$ cat src/rtl/gate_sequencer_pkg.sv
// Shared types and default constants for the gate sequencer.
// The FSM state enum uses an explicit 3-bit encoding.
package gate_sequencer_pkg;

  typedef enum logic [2:0] {
    ST_IDLE    = 3'd0,
    ST_ARMED   = 3'd1,
    ST_GATE    = 3'd2,
    ST_DONE    = 3'd3,
    ST_HOLDOFF = 3'd4
  } state_e;

  localparam int DEF_CNT_W       = 32;
  localparam int DEF_HOLDOFF_CYC = 16;
  localparam int DEF_TIMEOUT_CYC = 1048576;

  // Width of a down-counter that must hold values 0 .. cyc-1 (at least 1 bit).
  function automatic int hold_w(input int cyc);
    return (cyc > 1) ? $clog2(cyc) : 1;
  endfunction

endpackage

$ cat src/rtl/edge_detect.sv
// Trigger conditioning: two-stage synchronizer plus one history stage.
// The three flops carry no reset; the FSM sits in IDLE after reset, so any
// spurious edge produced while they flush is harmless.
module edge_detect (
  input  logic clk,
  input  logic din,
  output logic pos_edge,
  output logic neg_edge
);

  logic sync1_q;
  logic sync2_q;
  logic prev_q;

  // Synchronize the raw input and keep one cycle of history.
  always_ff @(posedge clk) begin
    sync1_q <= din;
    sync2_q <= sync1_q;
    prev_q  <= sync2_q;
  end

  // Both edges compare the same two flops, so they can never fire together.
  assign pos_edge = sync2_q & ~prev_q;
  assign neg_edge = ~sync2_q & prev_q;

endmodule

$ cat src/rtl/gate_sequencer.sv
// Gate sequencer: arms on request, opens a counting gate between trigger
// edges, reports the gate length, then waits a dead time before re-arming.
// Optional build macro GATE_TIMEOUT_EN closes the gate after TIMEOUT_CYC
// cycles and flags the result as a timeout.
module gate_sequencer
  import gate_sequencer_pkg::*;
#(
  parameter int CNT_W       = DEF_CNT_W,
  parameter int HOLDOFF_CYC = DEF_HOLDOFF_CYC,
  parameter int TIMEOUT_CYC = DEF_TIMEOUT_CYC
) (
  input  logic             clk,
  input  logic             rst,
  input  logic             trig,
  input  logic             arm,
  input  logic             abort,
  input  logic             res_ready,
  output logic             gate,
  output logic             busy,
  output logic             res_valid,
  output logic [CNT_W-1:0] res_len,
  output logic             res_tmo,
  output logic             overrun
);

  localparam int                HW        = hold_w(HOLDOFF_CYC);
  localparam logic [HW-1:0]     HOLD_INIT = HW'((HOLDOFF_CYC > 0) ? HOLDOFF_CYC - 1 : 0);
  localparam logic [CNT_W-1:0]  CNT_MAX   = '1;

  logic pos_edge;
  logic neg_edge;

  state_e            state_q, state_d;
  logic [CNT_W-1:0]  cnt_q, cnt_d, cnt_inc;
  logic [HW-1:0]     hcnt_q, hcnt_d;
  logic              ovr_q, ovr_d;
  logic              gate_q, busy_q, valid_q;

  edge_detect u_edge (
    .clk      (clk),
    .din      (trig),
    .pos_edge (pos_edge),
    .neg_edge (neg_edge)
  );

`ifdef GATE_TIMEOUT_EN
  localparam logic [CNT_W-1:0] TMO_VAL = CNT_W'(TIMEOUT_CYC);
  logic tmo_q, tmo_d;
`else
  // Keeps the timeout parameter referenced when the feature is compiled out.
  logic unused_tmo;
  assign unused_tmo = ^TIMEOUT_CYC;
`endif

  // Next-state, counter and sticky-flag logic.
  always_comb begin
    state_d = state_q;
    cnt_d   = cnt_q;
    hcnt_d  = hcnt_q;
    ovr_d   = ovr_q | (arm && (state_q != ST_IDLE));
    cnt_inc = (cnt_q == CNT_MAX) ? cnt_q : cnt_q + 1'b1;
`ifdef GATE_TIMEOUT_EN
    tmo_d   = tmo_q;
`endif
    unique case (state_q)
      ST_IDLE: begin
        if (arm) begin
          state_d = ST_ARMED;
          cnt_d   = '0;
`ifdef GATE_TIMEOUT_EN
          tmo_d   = 1'b0;
`endif
        end
      end
      ST_ARMED: begin
        if (abort)         state_d = ST_IDLE;
        else if (pos_edge) state_d = ST_GATE;
      end
      ST_GATE: begin
        // Abort beats a same-cycle falling edge; no result is produced.
        if (abort) begin
          state_d = ST_IDLE;
        end else begin
          cnt_d = cnt_inc;
`ifdef GATE_TIMEOUT_EN
          if (cnt_inc == TMO_VAL) begin
            state_d = ST_DONE;
            tmo_d   = 1'b1;
          end else
`endif
          if (neg_edge) state_d = ST_DONE;
        end
      end
      ST_DONE: begin
        if (res_ready) begin
          if (HOLDOFF_CYC == 0) begin
            state_d = ST_IDLE;
          end else begin
            state_d = ST_HOLDOFF;
            hcnt_d  = HOLD_INIT;
          end
        end
      end
      ST_HOLDOFF: begin
        if (hcnt_q == '0) state_d = ST_IDLE;
        else              hcnt_d  = hcnt_q - 1'b1;
      end
      default: state_d = ST_IDLE;
    endcase
  end

  // State register; status outputs are decoded from the next state so they
  // line up with the registered state.
  always_ff @(posedge clk) begin
    if (rst) begin
      state_q <= ST_IDLE;
      cnt_q   <= '0;
      hcnt_q  <= '0;
      ovr_q   <= 1'b0;
      gate_q  <= 1'b0;
      busy_q  <= 1'b0;
      valid_q <= 1'b0;
`ifdef GATE_TIMEOUT_EN
      tmo_q   <= 1'b0;
`endif
    end else begin
      state_q <= state_d;
      cnt_q   <= cnt_d;
      hcnt_q  <= hcnt_d;
      ovr_q   <= ovr_d;
      gate_q  <= (state_d == ST_GATE);
      busy_q  <= (state_d != ST_IDLE);
      valid_q <= (state_d == ST_DONE);
`ifdef GATE_TIMEOUT_EN
      tmo_q   <= tmo_d;
`endif
    end
  end

  assign gate      = gate_q;
  assign busy      = busy_q;
  assign res_valid = valid_q;
  assign res_len   = cnt_q;
  assign overrun   = ovr_q;
`ifdef GATE_TIMEOUT_EN
  assign res_tmo   = tmo_q;
`else
  assign res_tmo   = 1'b0;
`endif

endmodule
$ cat config.mk
export PLATFORM = sky130hd
export DESIGN_NAME = gate_sequencer
export DESIGN_NICKNAME = d
export VERILOG_FILES = /design/src/rtl/gate_sequencer_pkg.sv /design/src/rtl/edge_detect.sv /design/src/rtl/gate_sequencer.sv
export SDC_FILE = /design/constraint.sdc
export NUM_CORES = 1
export LEC_CHECK = 0
export CAP_MARGIN = 20
export CELL_PAD_IN_SITES_DETAIL_PLACEMENT = 0
export CELL_PAD_IN_SITES_GLOBAL_PLACEMENT = 1
export CORE_UTILIZATION = 40
export CTS_BUF_LIST = sky130_fd_sc_hd__clkbuf_8
export CTS_CLUSTER_DIAMETER = 40
export DETAILED_ROUTE_END_ITERATION = 10
export GPL_ROUTABILITY_DRIVEN = 0
export PLACE_DENSITY = 0.8
export SYNTH_ARGS = -nofsm -noshare
export SYNTH_HDL_FRONTEND = slang
export SYNTH_SLANG_ARGS = --single-unit
$ cat constraint.sdc
create_clock -name clk -period 5.79 [get_ports clk]
set_input_delay 1.4475 -clock clk [delete_from_list [all_inputs] [get_ports clk]]
set_output_delay 1.4475 -clock clk [all_outputs]
set_load 0.1 [all_outputs]
==> results of run 1 <==
cell families (layout without fill, tap and decap cells):
group / count (synthesis) / after routing / share of synthesized area [%]
other: 1 / 1 / 0.144
AND/OR/NAND/NOR: 142 / 142 / 34.0
AO/OA/AOI/OAI: 86 / 86 / 22.5
flip-flops: 46 / 46 / 35.4
buffers and inverters: 28 / 65 / 5.23
adder cells (fa/ha/maj): 2 / 2 / 0.960
multiplexers: 4 / 4 / 1.54
XOR/XNOR: 1 / 1 / 0.336
per-stage QoR:
step                      power [mW]  instances  cell area [um2]
final                          0.623        424             3160
after global routing           0.649        424             3160
after CTS                      0.629        424             3160
after detailed placement       0.384        416             3050
after global placement         0.384        416             3050
after floorplan                0.369        310             2610
worst min path at each step:
stage / cells past startpoint / endpoint / startpoint / slack [ns]
floorplan: 0 / u_edge.sync2_q / u_edge.sync1_q / 0.31
global placement: 0 / u_edge.sync2_q / u_edge.sync1_q / 0.31
detailed placement: 0 / u_edge.sync2_q / u_edge.sync1_q / 0.31
CTS: 0 / u_edge.sync2_q / u_edge.sync1_q / 0.34
global route: 0 / u_edge.sync2_q / u_edge.sync1_q / 0.34
finish: 0 / u_edge.sync2_q / u_edge.sync1_q / 0.33
final cells by class:
type / count / area [um2] / area share, %
clock buffer: 5 / 68.8 / 2.17
clock inverter: 3 / 45.0 / 1.42
inverter: 12 / 45.0 / 1.42
multi-input combinational: 236 / 1550 / 48.9
sequential: 46 / 921 / 29.1
tap: 77 / 96.3 / 3.04
timing repair buffer: 45 / 440 / 13.9
synthesized netlist by cell type (4+ instances only):
cell / n / area [um2]
dfxtp_1: 46 / 921
nor2_1: 25 / 93.8
nand2_1: 20 / 75.1
nand3_1: 18 / 90.1
o21ai_0: 16 / 80.1
nand4_1: 15 / 93.8
a21oi_1: 13 / 65.1
a31oi_1: 12 / 75.1
inv_1: 12 / 45.0
o311ai_0: 10 / 87.6
clkbuf_1: 9 / 33.8
and2_1: 8 / 50.1
o31ai_1: 8 / 60.1
nor3_1: 7 / 35.0
a211oi_1: 6 / 45.0
a311oi_1: 6 / 52.6
and3_1: 6 / 37.5
nand4b_1: 5 / 43.8
nor2b_1: 5 / 31.3
and4_1: 4 / 35.0
mux2i_1: 4 / 40.0
power by group through the flow:
| stage | clock network, mW | logic, mW | registers, mW |
|---|---|---|---|
| final | 0.246 | 0.0526 | 0.324 |
| after global routing | 0.267 | 0.0562 | 0.325 |
| after CTS | 0.252 | 0.0527 | 0.324 |
| after detailed placement | 0 | 0.0526 | 0.332 |
| after global placement | 0 | 0.0523 | 0.332 |
| after floorplan | 0 | 0.0251 | 0.344 |
state kept, by name, summed over array words and instances (netlist names):
signal,cells
res_len,32
hcnt_q,4
state_q,3
busy,1
gate,1
overrun,1
res_valid,1
u_edge.prev_q,1
u_edge.sync1_q,1
u_edge.sync2_q,1
metal layers:
| layer | GRT usage [%] | routed length [um] | vias up | part of all wire, % |
|---|---|---|---|---|
| met2 | 33.5 | 3040 | 81 | 44 |
| li1 | - | - | 1261 | - |
| met1 | 32.4 | 3440 | 1196 | 49 |
| met5 | 0 | 0 | - | 0 |
| met4 | 5.86 | 108 | 0 | 1.5 |
| met3 | 3.74 | 384 | 7 | 5.5 |
==> impl_metrics.toml, run 1 <==
[detailed_routing]
vias = 2545
drtIter0Drc = 257
vias_per_cell = 6.00
wl_mm = 6.98
drt_first_pass_iters = 4
drc_errors = 0
wire_per_inst_um = 16.5
postRouteAntennaNets = 0

[worst_setup_path]
cp-startpoint = "res_len[8]"
cp_cell_sequence = "clkdlybuf4s50_1"
path_buf_inv = 1
crit_fanout = 8
worstPathArrival_ns = 2.01
r2r_start = "res_len[0]"
crit_end = "res_len[8]"
reg2regPathDepth = 6
regToRegSetupSlack_ns = 3.13
critPathTopFamily = "buffers and inverters"
critical_path_depth = 1
cp_slowest_cell = "clkdlybuf4s50_1"
worst-setup-path-type = "reg -> out"
critPathRequiredTime_ns = 4.34
reg2reg_to = "res_len[24]"
start_kind = "flip-flop"
slowest_delay_ns = 1.20
end_kind = "output pin"

[timing]
tns_ns = 0
fin_crit_ns = 3.46
max_freq_ghz = 0.289
tightest_slew_ns = 0.973
max_slew_margin_pct = 34.9
setup_viol = 0
hold_slack_ns = 0.334
rsz0062_at_grt = "no"
post-route-period-util_pct = 59.7
hold_viol = 0
slew_violations = 0
setup_ws_ns = 2.33
skew_ns = 0.00664

[global_route]
antenna_found_initial = 0
grt_pass1_wl_mm = 11.5
track_usage_pct = 22.3
grt_max_degree = 23
first_global_vias = 2224
grt-ovfl-total = 0

[place]
io_buffers = 41
preCtsSetupSlack_ns = 2.26
hpwl_mm = 4.82

[power_and_ir_drop]
max-vdd-ir-drop_v = 0.000107
switching_share_pct = 25.6
leakage_nw = 1.06
pwr-share-seq_pct = 52.0
p_int_mw = 0.464
pwr-share-comb_pct = 8.4
switchingPower_mw = 0.160
power.density_nw_per_um2 = 197
clkPwrFrac_pct = 39.5

[clock_tree]
clock-sinks = 46
htree_levels = 2
clk_pin_slew_ns = 0.09
cts_resized = 0
ctsHoldBuffers = 0
post_cts_buffers = 0
cts_tree = "built"
worstSkewPairLatency_ns = 0.30
clk_path_buf_depth = 2
numCtsBuffers = 5
cts_root_buffer = "clkbuf_8"

[job]
drv_cap = 0

[die]
die_y_um = 82.7
die_area_um2 = 6840
core_um2 = 6310
num_rows = 29
die_w_um = 82.7
io-pin-count = 43
start_util_pct = 41.3

[outcome]
status = "finished clean"

[synthesis]
yosys_warnings = 0
synth-edff-count = 0
synth-main-ff-cell = "dfxtp_1"
syn_area_um2 = 2600
async_flop_share_pct = 0
ys_types = 57
syn_nets = 318
ys_seq_elements = 46
netlist_instances = 310
seq_area_frac_synth_pct = 35.4
avgSynthCellArea_um2 = 8.40

[min_path]
min_path_type = "reg -> reg"

[cells_and_area]
fillCellCount = 650
syn_to_final_growth_pct = 21.5
drive_gt1_share_pct = 7.20
antennaDiodeCount = 0
finish.utilization_pct = 50.1
final_nets = 354
final_common_cell = "dfxtp_1"
layout_common_cells = "dfxtp_1 (46), clkdlybuf4s50_1 (41), nor2_1 (25)"
Power figures use the tool's default switching activity.
==> run 2: changes to the inputs <==
==> constraint.sdc (replaced) <==
create_clock -name clk -period 3.3 [get_ports clk]
set_input_delay 0.825 -clock clk [delete_from_list [all_inputs] [get_ports clk]]
set_output_delay 0.825 -clock clk [all_outputs]
set_load 0.1 [all_outputs]
==> run 2 against run 1 <==
Core utilization decreased by 0.67 points. Setup slack worse by 1.6 ns. Hold slack about the same. Clock skew grew 0.0022 ns. Sequential share of layout area rose by 0.40 points. Clock power up 72%. Via count grew 1.2%. Cell count is 1.7% higher. Wire length rose by 2.3%. Die area stayed put. Total power grew 74%. Non-clock buffer count rose by 7. Critical path type is now reg -> reg.
==> impl_metrics.toml, run 2 (synthesis gave the netlist of run 1 again) <==
[outcome]
status = "finished clean"

[global_route]
grt-ovfl-total = 0
antenna_found_initial = 0
track_usage_pct = 22.1
first_global_vias = 2278
grt_max_degree = 20
grt_pass1_wl_mm = 11.5

[place]
placed_cell_area_um2 = 3010
preCtsSetupSlack_ns = 0.505
post-place-cells = 423
hpwl_mm = 5.02
io_buffers = 41

[clock_tree]
post_cts_buffers = 0
clk_path_buf_depth = 2
worstSkewPairLatency_ns = 0.30
ctsHoldBuffers = 0
clock-sinks = 46
cts_tree = "built"
cts_resized = 0
clk_pin_slew_ns = 0.09
cts_root_buffer = "clkbuf_8"
htree_levels = 2
numCtsBuffers = 5

[cells_and_area]
antennaDiodeCount = 0
fin_area_um2 = 3120
final_common_cell = "buf_4"
largest_register_ff_count = 32
layout_common_cells = "buf_4 (47), dfxtp_1 (46), nor2_1 (25)"
layout.cells.non_filler = 431
regArea_um2 = 921
final_nets = 361
syn_to_final_growth_pct = 19.8
multi_input_area_um2 = 1550
fillCellCount = 641
drive_gt1_share_pct = 19.2

[detailed_routing]
postRouteAntennaNets = 0
drc_errors = 0
drtIter0Drc = 196
vias = 2576
wl_mm = 7.14
vias_per_cell = 5.98
drt_first_pass_iters = 4
wire_per_inst_um = 16.6

[die]
die_area_um2 = 6840
io-pin-count = 43
start_util_pct = 41.3
die_w_um = 82.7
die_y_um = 82.7
num_rows = 29
core_um2 = 6310

[worst_setup_path]
end_kind = "flip-flop"
cp_slowest_cell = "or3b_1"
worstPathArrival_ns = 2.77
critPathRequiredTime_ns = 3.48
path_buf_inv = 0
regToRegSetupSlack_ns = 0.71
start_kind = "flip-flop"
worst-setup-path-type = "reg -> reg"
critPathTopFamily = "simple AND/OR/NAND/NOR gates"
slowest_delay_ns = 0.72
cp_cell_sequence = "nand4_1, nor4_4, or3b_1, nand2_2, o41ai_1"
crit_fanout = 18

[timing]
fin_crit_ns = 2.59
rsz0062_at_grt = "no"
setup_ws_ns = 0.710
hold_viol = 0
hold_slack_ns = 0.333
max_slew_margin_pct = 38.6
tightest_slew_ns = 0.909
post-route-period-util_pct = 78.5
max_freq_ghz = 0.386
slew_violations = 0
tns_ns = 0
setup_viol = 0
skew_ns = 0.00885

[min_path]
min_path_type = "reg -> reg"

[power_and_ir_drop]
max-vdd-ir-drop_v = 0.000162
leakage_nw = 1.18
power.density_nw_per_um2 = 348

[job]
drv_cap = 0
## run 2: cell count changes in the layout (fill, tap and decap cells not counted), sizes merged
| cell | previous run | this run |
|---|---|---|
| clkinvlp | 2 | 0 |
| clkdlybuf4s50 | 41 | 5 |
| buf | 4 | 47 |
| clkinv | 0 | 2 |
## run 2: final timing paths
kind,from,endpoint,cells past startpoint
worst max-delay path,res_len[3],res_len[6],5
worst min-delay path,u_edge.sync1_q,u_edge.sync2_q,0
worst max register to register,res_len[3],res_len[6],5
worst min register to register,u_edge.sync1_q,u_edge.sync2_q,0
## run 2: stage by stage
step	util (%)	power (mW)
finish	49.4	1.09
global route	49.4	1.13
CTS	49.4	1.10
detailed placement	47.7	0.675
global placement	47.7	0.675
floorplan	-	0.648
## run 2: layout make-up
cell class | count | area share, %
tap | 77 | 3.09
clock buffer | 5 | 2.20
multi-input combinational | 236 | 49.6
inverter | 12 | 1.44
clock inverter | 3 | 1.28
timing repair buffer | 52 | 12.9
sequential | 46 | 29.5
## run 2: layer usage
| layer | vias up | track usage [%] | share of wire, % |
|---|---|---|---|
| li1 | 1283 | - | - |
| met1 | 1225 | 32.3 | 50 |
| met2 | 66 | 33.8 | 44 |
| met3 | 2 | 3.41 | 6.0 |
| met4 | 0 | 5.00 | 0.49 |
| met5 | - | 0 | 0 |
## run 2: where the power goes
group | internal, mW | total, mW | switching (mW) | leakage, nW
sequential | 0.561 | 0.569 | 0.00755 | 0.372
clock | 0.223 | 0.423 | 0.200 | 0.0579
combinational | 0.0260 | 0.0932 | 0.0672 | 0.752
total | 0.811 | 1.09 | 0.275 | 1.18
## run 2: worst reg2reg max path: stages, from the launching register on
cell and delay, ns:
dfxtp_1 0.47, nand4_1 0.35, nor4_4 0.50, or3b_1 0.73
nand2_2 0.32, o41ai_1 0.10
==> run 3: changes to the inputs <==
--- a/config.mk
+++ b/config.mk
@@ -8,12 +8,12 @@
 export CAP_MARGIN = 20
 export CELL_PAD_IN_SITES_DETAIL_PLACEMENT = 0
 export CELL_PAD_IN_SITES_GLOBAL_PLACEMENT = 1
-export CORE_UTILIZATION = 40
+export CORE_UTILIZATION = 37
 export CTS_BUF_LIST = sky130_fd_sc_hd__clkbuf_8
 export CTS_CLUSTER_DIAMETER = 40
 export DETAILED_ROUTE_END_ITERATION = 10
 export GPL_ROUTABILITY_DRIVEN = 0
-export PLACE_DENSITY = 0.8
+export PLACE_DENSITY = 0.78
 export SYNTH_ARGS = -nofsm -noshare
 export SYNTH_HDL_FRONTEND = slang
 export SYNTH_SLANG_ARGS = --single-unit
==> constraint.sdc (replaced) <==
create_clock -name clk -period 2.2 [get_ports clk]
set_input_delay 0.55 -clock clk [delete_from_list [all_inputs] [get_ports clk]]
set_output_delay 0.55 -clock clk [all_outputs]
set_load 0.1 [all_outputs]
==> run 3 against run 2 <==
Via count grew 4.7%. Sequential share of layout area grew 0.14 points. Cell area increased by 11%. Sequential power is 43% higher. Fmax increased by 23%. Clock power rose by 55%. Clock-buffer cell count did not move. Non-clock buffer count rose by 28. Wire length increased by 5.0%. Largest power group unchanged.
==> impl_metrics.toml, run 3 (synthesis gave the netlist of run 1 again) <==
[die]
core_um2 = 6790
die_area_um2 = 7380
io-pin-count = 43
die_w_um = 85.9
die_y_um = 85.9
num_rows = 30
start_util_pct = 38.3

[outcome]
status = "finished clean"

[cells_and_area]
drive_gt1_share_pct = 34.3
layout_common_cells = "buf_4 (75), dfxtp_4 (28), nor2_1 (25)"
syn_to_final_growth_pct = 33.5
layout.cells.non_filler = 478
final_common_cell = "buf_4"
finish.utilization_pct = 51.2
largest_register_ff_count = 32
fin_area_um2 = 3480
antennaDiodeCount = 0
final_nets = 389

[place]
io_buffers = 41
hpwl_mm = 5.61
post-place-cells = 470
placed_cell_area_um2 = 3360

[worst_setup_path]
worst-setup-path-type = "reg -> reg"
worstPathArrival_ns = 2.30
critPathRequiredTime_ns = 2.39
reg2regPathDepth = 6
crit_fanout = 8
r2r_start = "res_len[29]"
regToRegSetupSlack_ns = 0.09
reg2reg_to = "res_len[5]"
start_kind = "flip-flop"
end_kind = "flip-flop"

[job]
drv_cap = 0

[min_path]
holdPathStages = 0
hold_path_startpoint = "u_edge.sync1_q"
min_path_type = "reg -> reg"
holdPathEnd = "u_edge.sync2_q"

[timing]
post-route-period-util_pct = 95.8
setup_viol = 0
skew_ns = 0.00300
fin_crit_ns = 2.11
rsz0062_at_grt = "no"
hold_viol = 0
tns_ns = 0
max_freq_ghz = 0.475
slew_violations = 0

[power_and_ir_drop]
power.density_nw_per_um2 = 470
leakage_nw = 1.35
max-vdd-ir-drop_v = 0.000222

[clock_tree]
cts_root_buffer = "clkbuf_8"
htree_levels = 2
post_cts_buffers = 0
clk_pin_slew_ns = 0.09
cts_resized = 0
clock-sinks = 46
worstSkewPairLatency_ns = 0.30
ctsHoldBuffers = 0
clk_path_buf_depth = 2
numCtsBuffers = 5
cts_tree = "built"

[detailed_routing]
wire_per_inst_um = 15.7
vias_per_cell = 5.64
vias = 2696
drt_first_pass_iters = 5
wl_mm = 7.50
drtIter0Drc = 162
postRouteAntennaNets = 0
drc_errors = 0

[global_route]
track_usage_pct = 21.4
grt_max_degree = 16
grt-ovfl-total = 0
grt_pass1_wl_mm = 12.6
first_global_vias = 2463
antenna_found_initial = 0
==> run 3: cell types whose count changed in the layout (fill, tap and decap cells not counted), sizes merged <==
| cell | change |
|---|---|
| buf | +28 |
| clkinv | -2 |
| inv | +2 |
==> run 3: power by group <==
part	total (mW)	switching, mW	internal, mW
Combinational	0.164	0.109	0.0546
Sequential	0.816	0.00713	0.809
Clock	0.655	0.314	0.340
==> run 3: metrics by stage <==
stage	setup WS, ns	total power, mW	hold WS [ns]
6_report	0.0928	1.63	0.340
5_1_grt	0.0353	1.70	0.363
4_1_cts	0.00612	1.65	0.343
3_5_place_dp	-0.166	0.998	0.320
3_3_place_gp	-0.122	0.998	0.314
2_1_floorplan	-0.0284	0.939	0.310
==> run 3: how the worst max path moves through the flow <==
| stage | cells after the start | startpoint | to | slack, ns |
|---|---|---|---|---|
| 3_3_place_gp | 7 | arm | res_len[29] | -0.12 |
| 4_1_cts | 6 | res_len[29] | res_len[5] | 0.006 |
| 2_1_floorplan | 7 | res_len[3] | res_len[20] | -0.03 |
| 6_report | 6 | res_len[29] | res_len[5] | 0.09 |
| 3_5_place_dp | 8 | arm | res_len[21] | -0.17 |
| 5_1_grt | 5 | res_len[19] | res_len[29] | 0.04 |
==> run 3: final cells by class <==
type / count / area [um2]
clock inverters: 3 / 42.5
fillers: 668 / 3320
multi-input cells: 236 / 1560
repair buffers: 80 / 613
clock buffers: 5 / 68.8
inverters: 12 / 45.0
well taps: 96 / 120
flip-flops and latches: 46 / 1030
==> run 3: routing by layer <==
metal  GRT usage (%)  up-vias  wire length, um
met5               0        -                0
met1            30.2     1277             3730
met3            3.08       11              248
met2            34.2       63             3430
li1                -     1345                -
met4            5.30        0               91
==> run 3: critical path, cell delays in order (launching register included) <==
cell and delay, ns:
dfxtp_4 0.38, nand4_1 0.15, or4_4 0.58, or3b_4 0.47, buf_4 0.19, a31oi_1 0.15
a311oi_1 0.07
